<file path="src/rtl/led8_seq_arbiter.sv">
// led8_seq_arbiter: shares the 8-bit LED bank between MicroBlaze GPIO writes
// and a local pattern generator. The pattern owns the LEDs by default. Any
// software write takes ownership at once. Ownership returns to the pattern
// after IDLE_STEPS pattern steps with no software write.
//
// Ports:
//   CLK        system clock
//   RESET      asynchronous active-low reset
//   gpio_data  LED value from GPIO, qualified by gpio_wr
//   gpio_wr    single-cycle write strobe
//   pat_sel    pattern select: 00 chase, 01 bounce, 10 blink, 11 count
//   led_o      registered LED drive
//   owner_o    0 = pattern owns LEDs, 1 = CPU owns LEDs
//   step_o     one-cycle pulse on each pattern step
module led8_seq_arbiter #(
    parameter int unsigned STEP_CYCLES = 5_000_000,
    parameter int unsigned IDLE_STEPS  = 20
) (
    input  logic       CLK,
    input  logic       RESET,
    input  logic [7:0] gpio_data,
    input  logic       gpio_wr,
    input  logic [1:0] pat_sel,
    output logic [7:0] led_o,
    output logic       owner_o,
    output logic       step_o
);

    localparam int unsigned SW = (STEP_CYCLES > 2) ? $clog2(STEP_CYCLES) : 1;
    localparam int unsigned IW = (IDLE_STEPS > 1) ? $clog2(IDLE_STEPS) : 1;
    localparam logic [SW-1:0] STEP_LAST = SW'(STEP_CYCLES - 1);
    localparam logic [IW-1:0] IDLE_LAST = IW'(IDLE_STEPS - 1);

    localparam logic [1:0] SEL_CHASE  = 2'b00;
    localparam logic [1:0] SEL_BOUNCE = 2'b01;
    localparam logic [1:0] SEL_BLINK  = 2'b10;
    localparam logic [1:0] SEL_COUNT  = 2'b11;

    typedef enum logic {
        ST_PAT = 1'b0,
        ST_CPU = 1'b1
    } state_t;

    state_t        state, state_d;
    logic [7:0]    cpu_data, cpu_data_d;
    logic [IW-1:0] idle_cnt, idle_d;

    logic [SW-1:0] step_cnt, step_cnt_d;
    logic          step_hit;

    logic [7:0]    pat, pat_d;
    logic          dir, dir_d;
    logic [1:0]    sel_q, sel_d;

    logic [7:0]    led_d;

    // Free-running step timer; step_hit marks the last cycle of each step.
    assign step_hit   = (step_cnt == STEP_LAST);
    assign step_cnt_d = step_hit ? '0 : step_cnt + SW'(1);

    // Pattern generator next value; pat_sel is only looked at on step cycles.
    always_comb begin
        pat_d = pat;
        dir_d = dir;
        sel_d = sel_q;
        if (step_hit) begin
            if (pat_sel != sel_q) begin
                sel_d = pat_sel;
                dir_d = 1'b0;
                pat_d = (pat_sel == SEL_CHASE || pat_sel == SEL_BOUNCE) ? 8'h01 : 8'h00;
            end else begin
                case (sel_q)
                    SEL_CHASE: pat_d = {pat[6:0], pat[7]};
                    SEL_BOUNCE: begin
                        // Turn around at either end so each end shows once per pass.
                        if (!dir) begin
                            if (pat == 8'h80) begin
                                dir_d = 1'b1;
                                pat_d = pat >> 1;
                            end else begin
                                pat_d = pat << 1;
                            end
                        end else begin
                            if (pat == 8'h01) begin
                                dir_d = 1'b0;
                                pat_d = pat << 1;
                            end else begin
                                pat_d = pat >> 1;
                            end
                        end
                    end
                    SEL_BLINK: pat_d = ~pat;
                    SEL_COUNT: pat_d = pat + 8'h01;
                    default:   pat_d = pat;
                endcase
            end
        end
    end

    // Arbiter state register, with the captured CPU data and idle counter.
    always_ff @(posedge CLK or negedge RESET) begin
        if (!RESET) begin
            state    <= ST_PAT;
            cpu_data <= 8'h00;
            idle_cnt <= '0;
        end else begin
            state    <= state_d;
            cpu_data <= cpu_data_d;
            idle_cnt <= idle_d;
        end
    end

    // Arbiter next state; a write always beats a coincident timeout.
    always_comb begin
        state_d    = state;
        cpu_data_d = cpu_data;
        idle_d     = idle_cnt;
        case (state)
            ST_PAT: begin
                if (gpio_wr) begin
                    state_d    = ST_CPU;
                    cpu_data_d = gpio_data;
                    idle_d     = '0;
                end
            end
            ST_CPU: begin
                if (gpio_wr) begin
                    cpu_data_d = gpio_data;
                    idle_d     = '0;
                end else if (step_hit) begin
                    if (idle_cnt == IDLE_LAST) begin
                        state_d = ST_PAT;
                        idle_d  = '0;
                    end else begin
                        idle_d = idle_cnt + IW'(1);
                    end
                end
            end
            default: state_d = ST_PAT;
        endcase
    end

    // LED source follows the next owner so ownership changes show on the same edge.
    always_comb begin
        led_d = pat_d;
        if (state_d == ST_CPU) begin
            led_d = cpu_data_d;
        end
    end

    // Timer, pattern generator and output registers.
    always_ff @(posedge CLK or negedge RESET) begin
        if (!RESET) begin
            step_cnt <= '0;
            pat      <= 8'h01;
            dir      <= 1'b0;
            sel_q    <= SEL_CHASE;
            led_o    <= 8'h00;
            owner_o  <= 1'b0;
            step_o   <= 1'b0;
        end else begin
            step_cnt <= step_cnt_d;
            pat      <= pat_d;
            dir      <= dir_d;
            sel_q    <= sel_d;
            led_o    <= led_d;
            owner_o  <= (state_d == ST_CPU);
            step_o   <= (step_cnt_d == STEP_LAST);
        end
    end

endmodule

</file>
<file path="config.mk">
export PLATFORM = sky130hd
export DESIGN_NAME = led8_seq_arbiter
export DESIGN_NICKNAME = d
export VERILOG_FILES = /design/src/rtl/led8_seq_arbiter.sv
export SDC_FILE = /design/constraint.sdc
export NUM_CORES = 1
export LEC_CHECK = 0
export ABC_AREA = 1
export BUFFER_PORTS_ARGS = -buffer_cell sky130_fd_sc_hd__buf_2
export CAP_MARGIN = 10
export CORE_MARGIN = 5
export CORE_UTILIZATION = 45
export CTS_CLUSTER_SIZE = 20
export DETAILED_ROUTE_END_ITERATION = 8
export HOLD_SLACK_MARGIN = 0.05
export SLEW_MARGIN = 20
export SYNTH_ARGS = -nofsm -noshare
export SYNTH_HDL_FRONTEND = slang
export SYNTH_SLANG_ARGS = --single-unit
</file>
<file path="constraint.sdc">
create_clock -name CLK -period 1.75 [get_ports CLK]
set_clock_uncertainty 0.1 [all_clocks]
set_input_delay 0.2625 -clock CLK [delete_from_list [all_inputs] [get_ports CLK]]
set_output_delay 0.2625 -clock CLK [all_outputs]
set_load 0.01 [all_outputs]
</file>
==> results.rst, run 1 <==
.. list-table::
   :header-rows: 1

   * - Metric
     - Value
   * - Maximum vdd drop
     - around 430 uV
   * - Highest clock frequency the design can meet
     - approximately 0.54 GHz
   * - Final worst path period need
     - between 1.5 and 2 ns
   * - Number of slew-limit violations in the final report
     - 0
   * - Worst Setup End Kind
     - flop
   * - Type of the worst setup path
     - flop to flop
   * - Area after DPL
     - approximately 4200 um^2
   * - Core box area
     - about 7600 um^2
   * - Worst path setup slack after routing
     - -0.1049 ns
   * - Switching Fraction
     - a little over a quarter
   * - Die height
     - between 90 and 100 um
   * - Share of power burned in the clock network
     - 41.9%
   * - Synth top area share
     - between 40% and 50%
   * - Final wirelength
     - 9569 um
   * - Flop pwr share
     - 51.0%
   * - Cells along the critical path
     - ha_4 -> nand3_1 -> nor2_2 -> buf_4 -> nand2_1 -> nand2_1 -> nand3_1 -> nor2_1 -> nand2_1 -> nor2_1
   * - Dominant cell type by count on the critical path
     - sky130_fd_sc_hd__nand2_1
   * - Failing checks
     - DRC, setup timing
   * - Count of unique library cells instantiated by Yosys
     - 37
   * - Switching pwr
     - 732.3 uW
   * - Yosys Warn Count
     - 0
   * - Full die area
     - between 9000 and 10000 um^2
   * - Number of H-tree levels
     - 3
   * - Portion of netlist area occupied by mux cells
     - 0%
   * - Clock-pin slew of the registers on the worst-case setup and hold paths
     - ~0.080 ns
   * - Max incr delay on CP
     - approximately 0.40 ns
   * - Simple logic cell fraction of the synthesized area
     - between 30% and 40%
   * - Hold Crit Class
     - input port to flop
   * - Final worst-path cycle share
     - 106.0%
   * - Initial cell density of the core
     - a little under half
   * - All-Layer GR Usage
     - between 20% and 30%
   * - Diodes inserted
     - 0
   * - CP max-delay cell
     - sky130_fd_sc_hd__dfrtp_1
   * - Area Overhead vs Synth
     - 33.90%
   * - Utilization after layout
     - between 60% and 70%
   * - Fraction of final layout cells with drive strength greater than 1
     - 27.02%
   * - Average via count per standard cell
     - between 4 and 5
   * - Seq cells post-synth
     - between 50 and 60
   * - Arrival time at the worst endpoint
     - ~2.0 ns
   * - Leading cell types by total area after synthesis
     - sky130_fd_sc_hd__dfrtp_1 (41%), sky130_fd_sc_hd__nand2_1 (18%), sky130_fd_sc_hd__inv_1 (7.7%)
   * - Pin count of the biggest net entering global routing
     - 58
   * - TritonCTS buffer count
     - 9
   * - Global route total overflow
     - 0
   * - Wire length per cell
     - 13.50 um
   * - Total count of hold-check failures in the final report
     - 0
   * - Per-instance average area after synthesis
     - 6.992 um^2
   * - Max cap viols
     - 0
   * - Largest fanout of any net on the critical path
     - 4
   * - Unrepaired setup endpoints after global routing
     - true
   * - Vias after detailed routing
     - between 3000 and 4000
   * - Most area-hungry cell type in the Yosys netlist
     - sky130_fd_sc_hd__dfrtp_1
   * - Run status
     - finished, violations left
   * - Post-route antenna net violation count
     - 0
   * - Residual DRC
     - 1
   * - Number of antenna violations at the first check in global routing
     - 0
   * - Skew-Pair Late Insertion Delay
     - 0.33 ns
   * - Most common cell after layout, fill and taps aside
     - sky130_fd_sc_hd__nand2_1
   * - Clock root buffer
     - sky130_fd_sc_hd__clkbuf_8
   * - Vias in the first global route
     - about 3400
   * - Synthesized instance count
     - 493
   * - Total half-perimeter wirelength after legalization and detailed placement
     - about 7300 um
   * - Area of the mapped netlist
     - 3447 um^2
   * - Chip width
     - ~100 um
   * - Required time at the worst-slack endpoint
     - around 1.9 ns
   * - Total power per unit cell area
     - 581.9 nW/um^2
   * - First-pass GRT wire length
     - roughly 16000 um
   * - IO Pins
     - 23
   * - Weighted congestion at the end of routability-driven global placement
     - about 0.89
   * - Relative slew margins
     - approximately 74%
   * - Post-Synth XOR/XNOR Area
     - between 1 and 1.5%
   * - Placed Cells
     - 684
   * - Adder-cell share of the synthesized area
     - 1.815%
   * - Complex-gate fraction of the synthesized area
     - about 8.2%
   * - Combinational share of power
     - about 7.1%
   * - Final Instance Count excl. Fillers
     - about 710
   * - Type of origin of the critical path
     - flop
   * - Number of detailed-route iterations in the first pass
     - 8
   * - Final non-filler cell area
     - 4616 um^2
   * - Iter 0 DRT Violations
     - roughly 150
   * - Total power of the final layout
     - around 2.7 mW
   * - Commonest non-fill, non-tap cells in the layout
     - sky130_fd_sc_hd__nand2_1 (163), sky130_fd_sc_hd__buf_4 (74), sky130_fd_sc_hd__inv_1 (69), sky130_fd_sc_hd__dfrtp_1 (55), sky130_fd_sc_hd__nor2_1 (50)
   * - Clock sink count
     - 57
   * - Dominant combinational cell family by area after synthesis
     - simple AND/OR/NAND/NOR gates
   * - Internal Dissipation
     - around 2 mW
   * - Clock tree from TritonCTS
     - yes
   * - Syn Nets
     - 511
   * - Max Buffers Root-to-Sink
     - 2
   * - Min-Delay Path Depth
     - 3
   * - Part of the Yosys area used for sequential elements
     - about two fifths
   * - Worst-Margin Slew
     - 0.3868 ns
   * - Leak
     - between 2 and 2.5 nW
   * - Count of input and output buffers
     - 22
   * - Number of cells on the worst reg-to-reg path
     - 10
   * - Rows
     - 32
   * - Number of nets in the final layout
     - 620
   * - Setup-failing EPs final
     - 13
==> sequential cells by signal, summed over array words and instances (netlist names) <==
register and count:
step_cnt 23, cpu_data 8, led_o 8, pat 8, idle_cnt 5, sel_q 2, dir 1, owner_o 1
step_o 1
==> synth_stat cells, drive strengths merged <==
cell type  number
a211oi          1
a21o            1
a21oi          10
a31oi           1
and2            2
buf             3
clkbuf          2
clkinv          1
dfrtp          56
dfstp           1
ha              5
inv            74
nand2         173
nand3          39
nand4          13
nor2           66
nor3            5
o2111ai         1
o211ai          3
o21ai          26
o21bai          1
o22ai           3
o31ai           1
xnor2           2
xor2            3
==> critical path, delay by kind of cell (launching register included) <==
kind	cells	cell delay (ns)
buffers and inverters	1	0.16
adders and majority gates	1	0.18
DFF	1	0.40
and+or+nand+nor	8	0.95
==> metrics by stage <==
step	setup TNS [ns]	setup slack, ns	hold WS (ns)
detailed placement	-1.712	-0.1646	0.1905
CTS	-0.6858	-0.08202	0.05093
finish	-0.9730	-0.1049	0.06064
global placement	-0.8124	-0.1187	0.1898
global route	-3.061	-0.2079	0.05470
floorplan	0	0.02719	-0.1331
==> worst paths after layout <==
path / end / start / slack [ns]
min in group asynchronous: step_cnt[4] / RESET / 0.36
hold / removal: cpu_data[2] / gpio_data[2] / 0.06
setup reg to reg: step_o / step_cnt[0] / -0.10
setup / recovery: step_o / step_cnt[0] / -0.10
max in group asynchronous: pat[0] / RESET / 0.86
hold reg to reg: cpu_data[7] / cpu_data[7] / 0.37
==> power groups by stage <==
| stage | Sequential (mW) | Combinational (mW) | Clock (mW) |
|---|---|---|---|
| finish | 1.37 | 0.191 | 1.12 |
| global route | 1.37 | 0.218 | 1.23 |
| CTS | 1.37 | 0.190 | 1.15 |
| detailed placement | 1.39 | 0.182 | 0 |
| global placement | 1.39 | 0.180 | 0 |
| floorplan | 1.40 | 0.0779 | 0 |
==> timing repair <==
item | in CTS | in global routing
setup endpoints to repair | 22 | 30
resized for setup | 15 | 27
setup buffers | 2 | 3
endpoints found under the hold margin | 58 | 0
cloned | 0 | 1
hold buffers | 3 | 0
pin swaps | 3 | 10
==> layer usage <==
metal	vias to the layer above	track usage [%]	wire length [um]
met5	-	0	0
met4	0	8.946	326
met3	27	3.374	370
met2	98	35.58	4712
met1	1572	25.53	4161
li1	1776	-	-
==> logic make-up (layout without fill, tap and decap cells) <==
family | count (synthesis) | after routing
simple gates | 298 | 299
buf+inv | 80 | 193
flops | 57 | 57
compound gates | 48 | 48
fa+ha+maj | 5 | 5
xor+xnor | 5 | 5
==> final cells by class <==
cell class	count	area [um^2]
Clock buffer	9	123.9
Clock inverter	7	56.30
Fill cell	738	2992
Inverter	75	294.0
Multi-Input combinational cell	357	1847
Sequential cell	57	1429
Tap cell	102	127.6
Timing Repair Buffer	102	738.2
No activity file was read; power rests on OpenSTA's default activity.
==> inputs of run 2 (changes only) <==
ABC_AREA = 0   (was 1)
==> results.rst, run 2 <==
.. list-table::
   :header-rows: 1

   * - Metric
     - Value
   * - Run status
     - finished, violations left
   * - Failing checks
     - setup timing
   * - Post-route antenna net violation count
     - 0 (unchanged)
   * - Arrival time at the worst endpoint
     - 2.30 ns (+0.28 ns)
   * - Adder-cell share of the synthesized area
     - 1.945% (+0.13 points)
   * - Die height
     - 94.55 um (-3.0%)
   * - Share of power burned in the clock network
     - 47.1% (+5.2 points)
   * - Area Overhead vs Synth
     - 58.27%
   * - TritonCTS buffer count
     - 9 (unchanged)
   * - Setup TNS
     - -8.699 ns (-7.726 ns)
   * - Highest clock frequency the design can meet
     - 0.4627 GHz (-14%)
   * - Part of the Yosys area used for sequential elements
     - 44.38% (+3.0 points)
   * - Hold Startpoint
     - pat_sel[0]
   * - Total power per unit cell area
     - 599.3 nW/um^2 (+3.0%)
   * - Most area-hungry cell type in the Yosys netlist
     - sky130_fd_sc_hd__dfrtp_1
   * - Average via count per standard cell
     - 5.522 (+13%)
   * - Setup-failing EPs final
     - 41 (+28)
   * - Worst path setup slack after routing
     - -0.4112 ns (-0.3063 ns)
   * - Syn Nets
     - 343 (-33%)
   * - Leading post-synthesis cells by instance count
     - sky130_fd_sc_hd__dfrtp_1 (56), sky130_fd_sc_hd__nor2_1 (32), sky130_fd_sc_hd__nand2_1 (31)
   * - Full die area
     - 8940 um^2 (-6.0%)
   * - Count leader, synth
     - sky130_fd_sc_hd__dfrtp_1
   * - Max Buffers Root-to-Sink
     - 2 (unchanged)
   * - M1 GR Usage
     - 25.51% (about the same)
   * - Complex-gate fraction of the synthesized area
     - 12.14% (+3.9 points)
   * - Relative slew margins
     - 69.07% (-4.9 points)
   * - Vias in the first global route
     - 3127 (-8.2%)
   * - Leak
     - 2.297 nW (-3.9%)
   * - Number of detailed-route iterations in the first pass
     - 7 (-1)
   * - IO Pins
     - 23 (unchanged)
   * - Largest register by flop count
     - step_cnt
   * - Internal Dissipation
     - 2.292 mW (+17%)
   * - Type of the worst setup path
     - flop to flop
   * - Largest delay contributor family on the critical path
     - simple AND/OR/NAND/NOR gates
   * - Rows
     - 30 (-6.3%)
   * - Flop pwr share
     - 45.0% (-6.0 points)
   * - Area of the mapped netlist
     - 3217 um^2 (-6.7%)
   * - Portion of netlist area occupied by mux cells
     - 7.351% (+7.4 points)
   * - Dominant combinational cell family by area after synthesis
     - simple AND/OR/NAND/NOR gates
   * - Clock sink count
     - 57 (unchanged)
   * - Number of H-tree levels
     - 3 (unchanged)
   * - Switching pwr
     - 758.8 uW (+3.6%)
   * - Diodes inserted
     - 0 (unchanged)
   * - Residual DRC
     - 0 (-1)
   * - Required time at the worst-slack endpoint
     - 1.89 ns (-0.03 ns)
   * - Pin count of the biggest net entering global routing
     - 58 (unchanged)
   * - Final worst-path cycle share
     - 123.5% (+18 points)
   * - Clock root buffer
     - sky130_fd_sc_hd__clkbuf_8
   * - CP max-delay cell
     - sky130_fd_sc_hd__dfrtp_1
   * - Wire length per cell
     - 16.62 um (+23%)
   * - Synth top area share
     - 43.56% (+2.9 points)
   * - Flip-flop count of the largest register, all copies and words added
     - 23 (unchanged)
   * - Iter 0 DRT Violations
     - 128 (-12%)
   * - Post-Synth XOR/XNOR Area
     - 7.351% (+6.1 points)
   * - Number of slew-limit violations in the final report
     - 0 (unchanged)
   * - Total count of hold-check failures in the final report
     - 0 (unchanged)
   * - Seq cells post-synth
     - 57 (unchanged)
   * - Initial cell density of the core
     - 46.83% (+1.5 points)
   * - Max incr delay on CP
     - 0.44 ns (+0.04 ns)
   * - Leading cell types by total area after synthesis
     - sky130_fd_sc_hd__dfrtp_1 (44%), sky130_fd_sc_hd__xnor2_1 (4.9%), sky130_fd_sc_hd__mux2_2 (4.6%)
   * - All-Layer GR Usage
     - 21.74% (+1.0 points)
   * - Placement Setup Slack
     - -0.4633 ns (-0.2987 ns)
   * - Cells along the critical path
     - ha_4 -> nand3_4 -> nor4_4 -> and4_4 -> a21oi_4 -> nor2_4 -> mux2_4
   * - Skew-Pair Late Insertion Delay
     - 0.35 ns (+0.02 ns)
   * - Critical path launch point
     - step_cnt[1]
   * - Number of antenna violations at the first check in global routing
     - 0 (unchanged)
   * - Worst-Margin Slew
     - 0.4639 ns (+0.07707 ns)
   * - Type of origin of the critical path
     - flop
   * - Switching Fraction
     - 24.87% (-2.4 points)
   * - Clock-pin slew of the registers on the worst-case setup and hold paths
     - 0.08 ns (about the same)
   * - Crit path buf inv count
     - 0 (-1)
   * - Simple logic cell fraction of the synthesized area
     - 23.22% (-15 points)
   * - Synthesized instance count
     - 325 (-34%)
   * - Number of nets in the final layout
     - 490 (-21%)
   * - Fraction of final layout cells with drive strength greater than 1
     - 50.94% (+24 points)
   * - Vias after detailed routing
     - 3164 (-8.9%)
   * - Count of unique library cells instantiated by Yosys
     - 56 (+51%)
   * - Commonest non-fill, non-tap cells in the layout
     - sky130_fd_sc_hd__buf_4 (98), sky130_fd_sc_hd__dfrtp_1 (55), sky130_fd_sc_hd__nor2_1 (28), sky130_fd_sc_hd__nand2_1 (27), sky130_fd_sc_hd__buf_6 (25)
   * - Yosys Warn Count
     - 0 (unchanged)
   * - Max cap viols
     - 0 (unchanged)
   * - Startpoint of the lowest-slack register-to-register path
     - step_cnt[1]
   * - Met3 track demand over resource in global routing
     - 4.382% (+1.0 points)
   * - Global route total overflow
     - 0 (unchanged)
   * - Clock tree from TritonCTS
     - yes
   * - Final worst path period need
     - 2.161 ns (+0.3063 ns)
   * - Core box area
     - 6869 um^2 (-9.7%)
   * - Unrepaired setup endpoints after global routing
     - true
   * - Worst Setup End Kind
     - flop
   * - Largest fanout of any net on the critical path
     - 6 (+2)
   * - Weighted congestion at the end of routability-driven global placement
     - 0.9096 (+2.1%)
   * - Hold Crit Class
     - input port to flop
   * - Count of input and output buffers
     - 22 (unchanged)
   * - Per-instance average area after synthesis
     - 9.898 um^2 (+42%)
   * - Proportion of register bits with asynchronous set or reset after synthesis
     - 100.0% (unchanged)
   * - First-pass GRT wire length
     - 14900 um (-6.9%)
   * - Chip width
     - 94.55 um (-3.0%)
   * - Final wirelength
     - 9523 um (-0.48%)
   * - Commonest register cell after synthesis
     - sky130_fd_sc_hd__dfrtp_1
   * - Total half-perimeter wirelength after legalization and detailed placement
     - 6033 um (-18%)
   * - Worst hold-check slack
     - 0.04929 ns (-0.01136 ns)
   * - Combinational share of power
     - 7.9% (+0.8 points)
   * - Global-route track usage on met2
     - 36.76% (+1.2 points)
   * - Most utilized layer in the global route result
     - met2
   * - Maximum vdd drop
     - 408.5 uV (-5.1%)
   * - Post-synth EDFFs
     - 0 (unchanged)
   * - Most common cell after layout, fill and taps aside
     - sky130_fd_sc_hd__buf_4
   * - Total power of the final layout
     - 3.051 mW (+14%)
-- run 2: final cells by class --
| class | instances | area (um^2) |
|---|---|---|
| multi-input combinational | 243 | 2051 |
| fill | 488 | 1778 |
| sequential | 57 | 1429 |
| timing repair buffer | 151 | 1227 |
| clock buffer | 9 | 123.9 |
| tap | 96 | 120.1 |
| clock inverter | 7 | 102.6 |
| inverter | 10 | 37.54 |
-- run 2: logic make-up (layout without fill, tap and decap cells) --
group	Yosys count	after routing
XOR/XNOR	27	27
buffers and inverters	26	177
AND/OR/NAND/NOR	130	131
AO/OA/AOI/OAI	59	59
multiplexers	21	21
adder cells (fa/ha/maj)	5	5
flip-flops	57	57
-- run 2: timing repair --
item / CTS / global route
hold buffers: 1 / 0
gates resized for setup: 60 / 37
hold endpoints to repair: 56 / 0
setup buffers: 19 / 13
setup endpoints to repair: 43 / 45
gates cloned: 1 / 0
pin swaps: 37 / 22
-- run 2: final timing paths --
path / to / slack [ns] / cells after the start
hold reg to reg: cpu_data[1] / 0.41 / 1
max in group asynchronous: pat[0] / 0.90 / 3
hold / removal: sel_q[0] / 0.05 / 3
setup reg to reg: led_o[5] / -0.41 / 7
min in group asynchronous: pat[1] / 0.36 / 3
setup / recovery: led_o[5] / -0.41 / 7
-- run 2: metrics by stage --
stage / instances / area, um^2 / util [%]
global route: 573 / 5091 / 74.12
floorplan: 325 / 3294 / -
global placement: 530 / 4238 / 61.69
finish: 573 / 5091 / 74.12
detailed placement: 530 / 4238 / 61.69
CTS: 564 / 4852 / 70.64
-- run 2: worst min-delay path: cells and delay by family --
kind            cells  cell delay, ns
compound gates      1            0.06
buf+inv             1            0.10
simple gates        1            0.04
-- run 2: power by group through the flow --
stage	Sequential [mW]	Clock, mW	Combinational, mW
finish	1.37	1.44	0.241
global route	1.38	1.51	0.262
CTS	1.37	1.44	0.233
detailed placement	1.40	0	0.213
global placement	1.40	0	0.209
floorplan	1.41	0	0.0927
-- run 2: routing by layer --
metal  vias to the layer above  wire [um]  part of all wire [%]
met5                         -          0                     0
met4                         0        414                   4.3
met3                        44        425                   4.5
met2                       113       4822                    51
met1                      1545       3860                    41
li1                       1462          -                     -
==> inputs of run 3 (changes only) <==
CELL_PAD_IN_SITES_DETAIL_PLACEMENT = 0   (was unset)
CELL_PAD_IN_SITES_GLOBAL_PLACEMENT = 1   (was unset)
CORE_UTILIZATION = 43   (was 45)
PLACE_DENSITY_LB_ADDON = 0.1   (was unset)
==> results.rst, run 3 (synthesized netlist as in run 2, its figures left out) <==
.. list-table::
   :header-rows: 1

   * - Metric
     - Value
   * - TritonCTS buffer count
     - 9 (unchanged)
   * - Unrepaired setup endpoints after global routing
     - true
   * - Worst path setup slack after routing
     - -0.4311 ns (-0.01987 ns)
   * - Clock sink count
     - 57 (unchanged)
   * - Required time at the worst-slack endpoint
     - 1.88 ns (about the same)
   * - Clock tree from TritonCTS
     - yes
   * - Wire length per cell
     - 16.48 um (-0.84%)
   * - Largest delay contributor family on the critical path
     - compound AO/OA/AOI/OAI gates
   * - FF/Latch Area
     - 1429 um^2 (unchanged)
   * - Worst-Margin Slew
     - 0.3762 ns (-0.08771 ns)
   * - Final worst path period need
     - 2.181 ns (+0.01987 ns)
   * - Setup-failing EPs final
     - 38 (-7.3%)
   * - Type of origin of the critical path
     - flop
   * - Max cap viols
     - 0 (unchanged)
   * - Global route total overflow
     - 0 (unchanged)
   * - Relative slew margins
     - 74.92% (+5.8 points)
   * - Worst hold-check slack
     - 0.07242 ns (+0.02314 ns)
   * - Max incr delay on CP
     - 0.41 ns (-0.03 ns)
   * - Rows
     - 31 (+3.3%)
   * - Area of the multi-input gates
     - 2031 um^2 (-0.98%)
   * - Fraction of final layout cells with drive strength greater than 1
     - 50.84% (-0.10 points)
   * - Full die area
     - 9310 um^2 (+4.1%)
   * - Type of the worst setup path
     - flop to flop
   * - Most common cell after layout, fill and taps aside
     - sky130_fd_sc_hd__buf_4
   * - Vias in the first global route
     - 3124 (-0.096%)
   * - Diodes inserted
     - 0 (unchanged)
   * - Number of antenna violations at the first check in global routing
     - 0 (unchanged)
   * - Count of input and output buffers
     - 22 (unchanged)
   * - M1 GR Usage
     - 24.28% (-1.2 points)
   * - Iter 0 DRT Violations
     - 84 (-34%)
   * - Flip-flop count of the largest register, all copies and words added
     - 23 (unchanged)
   * - Leak
     - 2.241 nW (-2.5%)
   * - Met3 track demand over resource in global routing
     - 4.493% (+0.11 points)
   * - Number of nets in the final layout
     - 487 (-0.61%)
   * - Cells along the critical path
     - nor4_4 -> nand3_2 -> o2bb2ai_4 -> a311o_1 -> a22o_1 -> mux2_4
   * - Chip width
     - 96.49 um (+2.1%)
   * - Final worst-path cycle share
     - 124.6% (+1.1 points)
   * - Skew-Pair Late Insertion Delay
     - 0.34 ns (about the same)
   * - Commonest non-fill, non-tap cells in the layout
     - sky130_fd_sc_hd__buf_4 (102), sky130_fd_sc_hd__dfrtp_1 (55), sky130_fd_sc_hd__nand2_1 (27), sky130_fd_sc_hd__nor2_1 (24), sky130_fd_sc_hd__buf_2 (22)
   * - Pin count of the biggest net entering global routing
     - 58 (unchanged)
   * - Clock-pin slew of the registers on the worst-case setup and hold paths
     - 0.07 ns (about the same)
   * - Post-route antenna net violation count
     - 0 (unchanged)
   * - Most utilized layer in the global route result
     - met2
   * - Max Buffers Root-to-Sink
     - 2 (unchanged)
   * - Maximum vdd drop
     - 348.4 uV (-15%)
   * - Failing checks
     - setup timing
   * - Residual DRC
     - 0 (unchanged)
   * - Number of slew-limit violations in the final report
     - 0 (unchanged)
   * - Worst Setup End Kind
     - flop
   * - Arrival time at the worst endpoint
     - 2.31 ns (about the same)
   * - Clock root buffer
     - sky130_fd_sc_hd__clkbuf_8
   * - Highest clock frequency the design can meet
     - 0.4585 GHz (-0.91%)
   * - Number of filler cells placed in the layout
     - 580 (+19%)
   * - Weighted congestion at the end of routability-driven global placement
     - 0.8493 (-6.6%)
   * - Final wirelength
     - 9443 um (-0.84%)
   * - Total power per unit cell area
     - 603.1 nW/um^2 (+0.63%)
   * - Largest register by flop count
     - step_cnt
   * - Vias after detailed routing
     - 3045 (-3.8%)
   * - All-Layer GR Usage
     - 21.08% (-0.67 points)
   * - Hold Crit Class
     - input port to flop
   * - Number of detailed-route iterations in the first pass
     - 4 (-3)
   * - Crit path buf inv count
     - 0 (unchanged)
   * - Area Overhead vs Synth
     - 56.48%
   * - CP max-delay cell
     - sky130_fd_sc_hd__dfrtp_1
   * - Run status
     - finished, violations left
   * - Total count of hold-check failures in the final report
     - 0 (unchanged)
   * - Largest fanout of any net on the critical path
     - 3 (-3)
   * - Total half-perimeter wirelength after legalization and detailed placement
     - 6462 um (+7.1%)
   * - Average via count per standard cell
     - 5.314 (-3.8%)
   * - First-pass GRT wire length
     - 14700 um (-1.3%)
   * - Total power of the final layout
     - 3.036 mW (-0.50%)
   * - IO Pins
     - 23 (unchanged)
   * - Initial cell density of the core
     - 44.35% (-2.5 points)
   * - Number of H-tree levels
     - 3 (unchanged)
   * - Core box area
     - 7253 um^2 (+5.6%)
   * - Global-route track usage on met2
     - 36.61% (-0.15 points)
   * - Die height
     - 96.49 um (+2.1%)
run 3: layout make-up:
type	count	area share [%]
well taps	99	2.461
repair buffers	148	23.59
clock buffers	9	2.461
flip-flops and latches	57	28.39
multi-input cells	243	40.34
clock inverters	7	2.013
inverters	10	0.7457
run 3: final timing paths:
path / start / to / slack [ns] / cells after the start
min: gpio_data[4] / cpu_data[4] / 0.07 / 2
max: pat[4] / led_o[0] / -0.43 / 6
min in group asynchronous: RESET / pat[1] / 0.34 / 3
max in group asynchronous: RESET / step_cnt[2] / 0.91 / 3
min reg2reg: cpu_data[1] / cpu_data[1] / 0.40 / 1
max reg2reg: pat[4] / led_o[0] / -0.43 / 6
run 3: per-stage QoR:
step                      worst slack, ns  cells  TNS, ns  area [um^2]  util [%]
after CTS                         -0.3896    559   -7.297         4678     64.50
after global placement            -0.5243    526   -8.480         4189     57.75
after detailed placement          -0.5663    526   -9.876         4189     57.75
after floorplan                   -0.4003    325   -6.646         3294         -
after global routing              -0.4908    573   -10.44         5034     69.40
final                             -0.4311    573   -7.121         5034     69.40
run 3: report_power, final:
| part | total [mW] | internal, mW | switching, mW |
|---|---|---|---|
| registers | 1.38 | 1.36 | 0.0149 |
| logic | 0.245 | 0.122 | 0.123 |
| clock network | 1.42 | 0.813 | 0.603 |
| total | 3.04 | 2.30 | 0.740 |
run 3: timing repair:
item / 4_1_cts / 5_1_grt
hold buffers: 2 / 0
gates cloned: 0 / 2
endpoints found under the hold margin: 57 / 0
endpoints found under the setup margin: 40 / 44
setup buffers: 16 / 14
resized for setup: 33 / 57
pin swaps: 16 / 33
run 3: metal layers:
layer	vias up	part of all wire, %
met5	-	0
met4	0	2.3
met1	1493	42
li1	1461	-
met3	17	3.8
met2	74	52
